<file path="src/rtl/toggle_mon_pkg.sv">
// Shared types and constants for the toggle lock monitor.
package toggle_mon_pkg;

    typedef enum logic [1:0] {
        IDLE    = 2'b00,
        ACQUIRE = 2'b01,
        LOCKED  = 2'b10,
        FAULT   = 2'b11
    } state_t;

    localparam logic IRQ_CAUSE_LOCK  = 1'b0;
    localparam logic IRQ_CAUSE_FAULT = 1'b1;

    // Bits needed to hold 0..n-1, never less than one bit.
    function automatic int cnt_width(input int n);
        return (n > 1) ? $clog2(n) : 1;
    endfunction

endpackage

</file>
<file path="src/rtl/toggle_detect.sv">
// Remembers the previous sample of the toggle stream and flags a change.
module toggle_detect (
    input  logic clk,
    input  logic reset_n,
    input  logic toggle_in,
    output logic tog
);

    logic prev;

    always_ff @(posedge clk or negedge reset_n) begin
        if (!reset_n) begin
            prev <= 1'b0;
        end else begin
            prev <= toggle_in;
        end
    end

    assign tog = (toggle_in != prev);

endmodule

</file>
<file path="src/rtl/toggle_lock_monitor.sv">
// Liveness checker for an alternating toggle stream: acquire, lock, count, fault.
// Optional interrupt outputs are enabled by defining TOGGLE_MON_IRQ_EN.
module toggle_lock_monitor
    import toggle_mon_pkg::*;
#(
    parameter int LOCK_COUNT = 4,
    parameter int MAX_MISS   = 2,
    parameter int CNT_W      = 16
) (
    input  logic             clk,
    input  logic             reset_n,
    input  logic             en,
    input  logic             toggle_in,
    input  logic             clear,
    output state_t           state,
    output logic             locked,
    output logic             fault,
    output logic [CNT_W-1:0] toggle_count
`ifdef TOGGLE_MON_IRQ_EN
    ,
    output logic             irq,
    output logic             irq_cause
`endif
);

    localparam int RUN_W  = cnt_width(LOCK_COUNT);
    localparam int MISS_W = cnt_width(MAX_MISS);
    localparam logic [RUN_W-1:0]  RUN_LAST  = RUN_W'(LOCK_COUNT - 1);
    localparam logic [MISS_W-1:0] MISS_LAST = MISS_W'(MAX_MISS - 1);

    state_t            next_state;
    logic              tog;
    logic [RUN_W-1:0]  run_cnt;
    logic [MISS_W-1:0] miss_cnt;

    toggle_detect u_detect (
        .clk       (clk),
        .reset_n   (reset_n),
        .toggle_in (toggle_in),
        .tog       (tog)
    );

    always_ff @(posedge clk or negedge reset_n) begin
        if (!reset_n) begin
            state <= IDLE;
        end else begin
            state <= next_state;
        end
    end

    always_comb begin
        next_state = state;
        case (state)
            IDLE: begin
                if (en) next_state = ACQUIRE;
            end
            ACQUIRE: begin
                if (!en)                           next_state = IDLE;
                else if (tog && run_cnt == RUN_LAST) next_state = LOCKED;
            end
            LOCKED: begin
                if (!en)                             next_state = IDLE;
                else if (!tog && miss_cnt == MISS_LAST) next_state = FAULT;
            end
            FAULT: begin
                if (clear) next_state = IDLE;
            end
            default: next_state = IDLE;
        endcase
    end

    always_comb begin
        locked = (state == LOCKED);
        fault  = (state == FAULT);
    end

    // Counters only move while enabled; leaving LOCKED or FAULT keeps the count visible.
    always_ff @(posedge clk or negedge reset_n) begin
        if (!reset_n) begin
            run_cnt      <= '0;
            miss_cnt     <= '0;
            toggle_count <= '0;
        end else begin
            case (state)
                IDLE: begin
                    if (en) begin
                        run_cnt      <= '0;
                        miss_cnt     <= '0;
                        toggle_count <= '0;
                    end
                end
                ACQUIRE: begin
                    if (en) begin
                        if (!tog) begin
                            run_cnt <= '0;
                        end else if (run_cnt != RUN_LAST) begin
                            run_cnt <= run_cnt + 1'b1;
                        end
                    end
                end
                LOCKED: begin
                    if (en) begin
                        if (tog) begin
                            miss_cnt <= '0;
                            if (toggle_count != '1) toggle_count <= toggle_count + 1'b1;
                        end else if (miss_cnt != MISS_LAST) begin
                            miss_cnt <= miss_cnt + 1'b1;
                        end
                    end
                end
                default: ;
            endcase
        end
    end

`ifdef TOGGLE_MON_IRQ_EN
    logic lock_entry;
    logic fault_entry;

    assign lock_entry  = (next_state == LOCKED) && (state != LOCKED);
    assign fault_entry = (next_state == FAULT)  && (state != FAULT);

    // Pulse lines up with the state register so irq and the new state appear together.
    always_ff @(posedge clk or negedge reset_n) begin
        if (!reset_n) begin
            irq       <= 1'b0;
            irq_cause <= 1'b0;
        end else begin
            irq <= lock_entry || fault_entry;
            if (lock_entry)       irq_cause <= IRQ_CAUSE_LOCK;
            else if (fault_entry) irq_cause <= IRQ_CAUSE_FAULT;
        end
    end
`endif

endmodule

</file>
<file path="config.mk">
export PLATFORM = sky130hd
export DESIGN_NAME = toggle_lock_monitor
export DESIGN_NICKNAME = d
export VERILOG_FILES = /design/src/rtl/toggle_mon_pkg.sv /design/src/rtl/toggle_detect.sv /design/src/rtl/toggle_lock_monitor.sv
export SDC_FILE = /design/constraint.sdc
export NUM_CORES = 1
export LEC_CHECK = 0
export CAP_MARGIN = 20
export CORE_ASPECT_RATIO = 0.9
export CORE_MARGIN = 3
export CORE_UTILIZATION = 25
export CTS_CLUSTER_SIZE = 24
export DETAILED_ROUTE_END_ITERATION = 16
export GPL_TIMING_DRIVEN = 0
export PLACE_DENSITY = 0.55
export SLEW_MARGIN = 40
export SYNTH_ARGS = -nofsm -noshare
export SYNTH_HDL_FRONTEND = slang
export SYNTH_SLANG_ARGS = --single-unit
</file>
<file path="constraint.sdc">
create_clock -name clk -period 5.4 [get_ports clk]
set_clock_uncertainty 0.1 [all_clocks]
set_input_delay 0.54 -clock clk [delete_from_list [all_inputs] [get_ports clk]]
set_output_delay 0.54 -clock clk [all_outputs]
set_load 0.02 [all_outputs]
</file>
# After elaboration in Yosys (flattened, before gate mapping)
# Index checks and enable logic that the tools add are counted.
[op_classes]
n_eq_ne = 16
n_reduce_logical = 10
addsub = 3
n_mux = 22
[ops]
columns = ["cell", "n"]
rows = [
  ["16-bit two-way mux", 4],
  ["16-bit case mux with 2 select lines", 1],
  ["2-bit two-way mux", 10],
  ["16-bit by 1-bit adder with 16-bit output (second input constant)", 1],
  ["16-bit != test (second input constant)", 1],
  ["2-bit != test (second input constant)", 5],
  ["2-bit case mux with 4 select lines", 1],
  ["4-bit AND reduction", 2],
  ["2-bit == test (second input constant)", 3],
  ["3-bit != test (second input constant)", 2],
  ["5-bit AND reduction", 1],
  ["1-bit two-way mux", 4],
  ["2-bit by 1-bit != test with 1-bit output (second input constant)", 2],
  ["2-bit case mux with 2 select lines", 1],
  ["2-bit nonzero test", 2],
  ["3-bit by 2-bit != test with 1-bit output (second input constant)", 1],
  ["3-bit AND reduction", 1],
  ["2-bit by 1-bit adder with 2-bit output (second input constant)", 1],
  ["2-bit by 1-bit == test with 1-bit output (second input constant)", 1],
  ["1-bit logical AND", 2],
  ["2-bit zero test", 1],
  ["1-bit case mux with 2 select lines", 1],
  ["1-bit adder (second input constant)", 1],
  ["1-bit zero test", 1],
  ["1-bit != test", 1],
]
[word_totals]
elab_cells = 56
out_inout_bits = 20
register_bits = 22

# Longest topological paths before layout
[logic_depth]
ltp_word = 6
mapped_depth = 7
mapped_depth_nobuf = 5

# Modules after synthesis
# From an unflattened synthesis, not the netlist that was laid out.
[hier_totals]
hier_cells = 144
area_unflattened_um2 = 1249.9
[by_module_without_submodules]
columns = ["mod", "cells_each", "seq_area_each_um2", "area_each_um2", "instances"]
rows = [
  ["toggle_lock_monitor", 142, 525.5, 1216.2, 1],
  ["toggle_detect", 2, 25.0, 33.8, 1],
]

# Worst setup path after synthesis
# No wires, ideal clock.
[synth_path]
kind = "register to register"
startpoint = "register toggle_count[0]"
endpoint = "register toggle_count[2]"
path_stages_with_launch = 7
slack_ps = 3245
arrival_time_ps = 1934
synth_period_minus_slack_ps = 2155
path_cell_list = "dfrtp_1 -> ha_1 -> nand3_4 -> or4_1 -> buf_2 -> o211a_1 -> o22a_1"
[synth_via]
elab_chain_len = 5
word_cells_on_any_way = 8
[synth_rtl]
columns = ["element", "line", "rtl"]
rows = [
  ["from (decl)", "toggle_lock_monitor.sv:18", "output logic [CNT_W-1:0] toggle_count"],
  ["from (signal assigned)", "toggle_lock_monitor.sv:105", "if (toggle_count != '1) toggle_count <= toggle_count + 1'b1;"],
  ["16-bit by 1-bit adder with 16-bit output", "toggle_lock_monitor.sv:105", ""],
  ["16-bit two-way mux", "toggle_lock_monitor.sv:105", ""],
  ["16-bit two-way mux", "toggle_lock_monitor.sv:103", "if (tog) begin"],
  ["16-bit two-way mux", "toggle_lock_monitor.sv:102", "if (en) begin"],
  ["16-bit case mux with 2 select lines", "toggle_lock_monitor.sv:84", "case (state)"],
]
# Several ways; a longest one is shown, not always the timed one. The select of a mux whose other input is x is not followed.
# A chain may end at the register's enable or synchronous reset.

# Worst setup path in the final report
[layout_path]
startpoint = "register state[0]"
endpoint = "output port locked"
[layout_via]
elab_chain_len = 1
[layout_rtl]
columns = ["element", "line", "rtl"]
rows = [
  ["from (decl)", "toggle_lock_monitor.sv:15", "output state_t state,"],
  ["from (signal assigned)", "toggle_lock_monitor.sv:47", "state <= next_state;"],
  ["2-bit == test", "toggle_lock_monitor.sv:73", "locked = (state == LOCKED);"],
  ["to (decl)", "toggle_lock_monitor.sv:16", "output logic locked,"],
]
# No other way between the ends.

==> impl_results.md <==
* Post-CTS Setup Bufs at 0
* Post-route setup slack at 2.40 ns
* Overall Global Routing Usage at between 10% and 20%
* TritonRoute pass-1 iters at 4
* Residual DRC at 0
* Final nets at 181
* Ys Warns at 0
* Slew @ Worst Pin at 0.717 ns
* Final Max Slew Viols at 0
* CTS Buf Count at 3
* Grt ovf at 0
* Pleak at between 0.6 and 0.7 nW
* Share of cells above drive strength 1 at 6.94%
* Dpl cells at 234
* Antenna Nets Post-Route at 0
* Ys flop type: dfrtp_1
* Net Count, Synth at roughly 150
* CTS Hold Bufs at 0
* Endpoint class of the critical path: primary output
* Max Cap Violations at 0
* CTS clock-pin slew for the worst setup and hold paths at around 0.090 ns
* Mapped Area at 1350 sq um
* Tmin final at 3.00 ns
* Fill cells at 507
* CTS max path bufs at 2
* Post-cts gate resize count at 0
* Initial core utilization at 26.9%
* Worst setup SP type: flop
* Mapped Cells at 145
* HP Class: input port to async pin
* Cell row count at 24
* Worst EP required at 4.76 ns
* Synth area leader: dfrtp_1
* Status: finished clean
* Core footprint at 5010 sq um
* GPL Wtd Cong at 0.841
* Area growth syn-to-layout at 28.8%
* Commonest cells after routing, fill and taps aside: clkdlybuf4s50_1, dfrtp_1, nand2_1, nand3_1, o21ai_0
* Die Ht at 75.7 microns
* Final Hold Violating Endpoints at 0
* WL per Instance at 14.9 microns
* Sequential element share of the synthesized area at about two fifths
* Worst slack, placed at 2.72 ns
* Rel. slew slack at 51.8%
* Vias in the first global route at 1,115
* Synth unique cells at 50
* Pwr/cell area at 213 nW/um^2
* Die ar. at 6310 sq um
* CP arrival at 2.36 ns
* Clock latency on the worst-skew pair at roughly 0.27 ns
* FFs w/ async S/R, synth at 100%
* Commonest non-fill, non-tap cell in the layout: clkdlybuf4s50_1
* First-pass GRT wire length at between 5000 and 6000 microns
* Final setup viols at 0
* RSZ-0062 raised after global routing: false
* TNS Setup at 0 ns
* Top post-synthesis cells by area: dfrtp_1, nand2_1, nand3_1
* Die Wd at 83.4 microns
* Syn_area_per_cell at 9.29 sq um
* Num ports at 25
* Non-filler cells, final at 238
* Via count at approximately 1,300
* Initial detailed-routing violation count at 88
* Cell area after layout at 1740 sq um
* Final WL at 3540 microns
* CTS sink count at 22
* Max FO, Critical Path at 10
* Highest Clock Rate at 333 MHz
* WHS at approximately 0.14 ns
* Dpl hpwl at 2490 microns
* CTS tree: yes
* ANT cells at 0
* Worst vdd ir at 0.000117 V
* Root buf cell: clkbuf_8
* # H-tree levels at 1
* Largest net degree at the start of global routing at 23
* Via/cell ratio at 5.30
* CP Class: flop to primary output
* Post-synth EDFFs at 0
* Number of port buffers at 24
* Cell area after placement at 1660 sq um
* Period utilisation layout at roughly 56%
* Post-synth top area share at 40.9%
* #FFs+latches synth at 22
* Antenna violations before repair at 0
kinds of logic after synthesis:
| kind of cell | count (synthesis) | synth area share [%] |
|---|---|---|
| muxes | 3 | 2.32 |
| and+or+nand+nor | 56 | 23.2 |
| adders and majority gates | 2 | 1.86 |
| DFF | 22 | 40.9 |
| xor gates and xnor gates | 2 | 1.30 |
| buffers and inverters | 11 | 3.25 |
| AOI/OAI and AO/OA | 49 | 27.2 |
Yosys cell counts, types with 3 or more instances:
| library cell | n |
|---|---|
| nand2b_1 | 3 |
| o22a_1 | 4 |
| a21o_1 | 3 |
| dfrtp_1 | 22 |
| nand4_1 | 5 |
| nor2_1 | 3 |
| o21ai_0 | 7 |
| a211oi_1 | 3 |
| clkbuf_1 | 4 |
| inv_1 | 4 |
| a21oi_1 | 6 |
| o21ai_1 | 3 |
| nand3_1 | 7 |
| nor3_1 | 3 |
| nand2_1 | 20 |
| nor4_1 | 3 |
sequential cells by signal (all words and copies together), names as in the netlist:
signal and cells:
u_detect.prev 1, miss_cnt 1, run_cnt 2, state 2
toggle_count 16
layer usage:
layer | wire [microns] | track usage (%) | up-vias
met2 | 1450 | 16.4 | 43
met3 | 242 | 3.14 | 4
met5 | 0 | 0 | -
li1 | - | - | 617
met1 | 1830 | 16.4 | 598
met4 | 25 | 2.18 | 0
through the flow:
| stage | power [W] | util (%) |
|---|---|---|
| finish | 0.000369 | 34.6 |
| global route | 0.000383 | 34.6 |
| CTS | 0.000375 | 34.6 |
| detailed placement | 0.000215 | 33.2 |
| global placement | 0.000215 | 33.3 |
| floorplan | 0.000197 | - |
path summary, 6_finish.rpt:
| kind | startpoint | cells after the start | slack, ns | endpoint |
|---|---|---|---|---|
| min | reset_n | 1 | 0.14 | run_cnt[0] |
| max in group asynchronous | reset_n | 1 | 4.70 | toggle_count[6] |
| max | state[0] | 4 | 2.40 | locked |
| max reg2reg | toggle_count[0] | 5 | 3.15 | toggle_count[7] |
| min reg2reg | miss_cnt | 2 | 0.39 | miss_cnt |
| min in group clk | miss_cnt | 2 | 0.39 | miss_cnt |
area by class of cell:
type                       instances  area, sq um  area share, %
inverter                           5         18.8           1.08
tap                               65         81.3           4.69
sequential                        22          551           31.7
timing repair buffer              24          235           13.6
buffer                             6         25.0           1.44
clock inverter                     1         30.0           1.73
multi-input combinational        112          753           43.4
clock buffer                       3         41.3           2.38
power by group:
group	internal, W	switching [W]
clock	0.0000992	0.0000588
sequential	0.000169	0.00000682
combinational	0.0000149	0.0000203
total	0.000284	0.0000859
worst max-delay path, cell delays in order (launching register included):
cell and delay (ns):
dfrtp_1 0.48, nand2b_1 0.30, inv_2 0.17, clkbuf_1 0.42, clkdlybuf4s50_1 0.71
No activity file was read; power rests on OpenSTA's default activity.
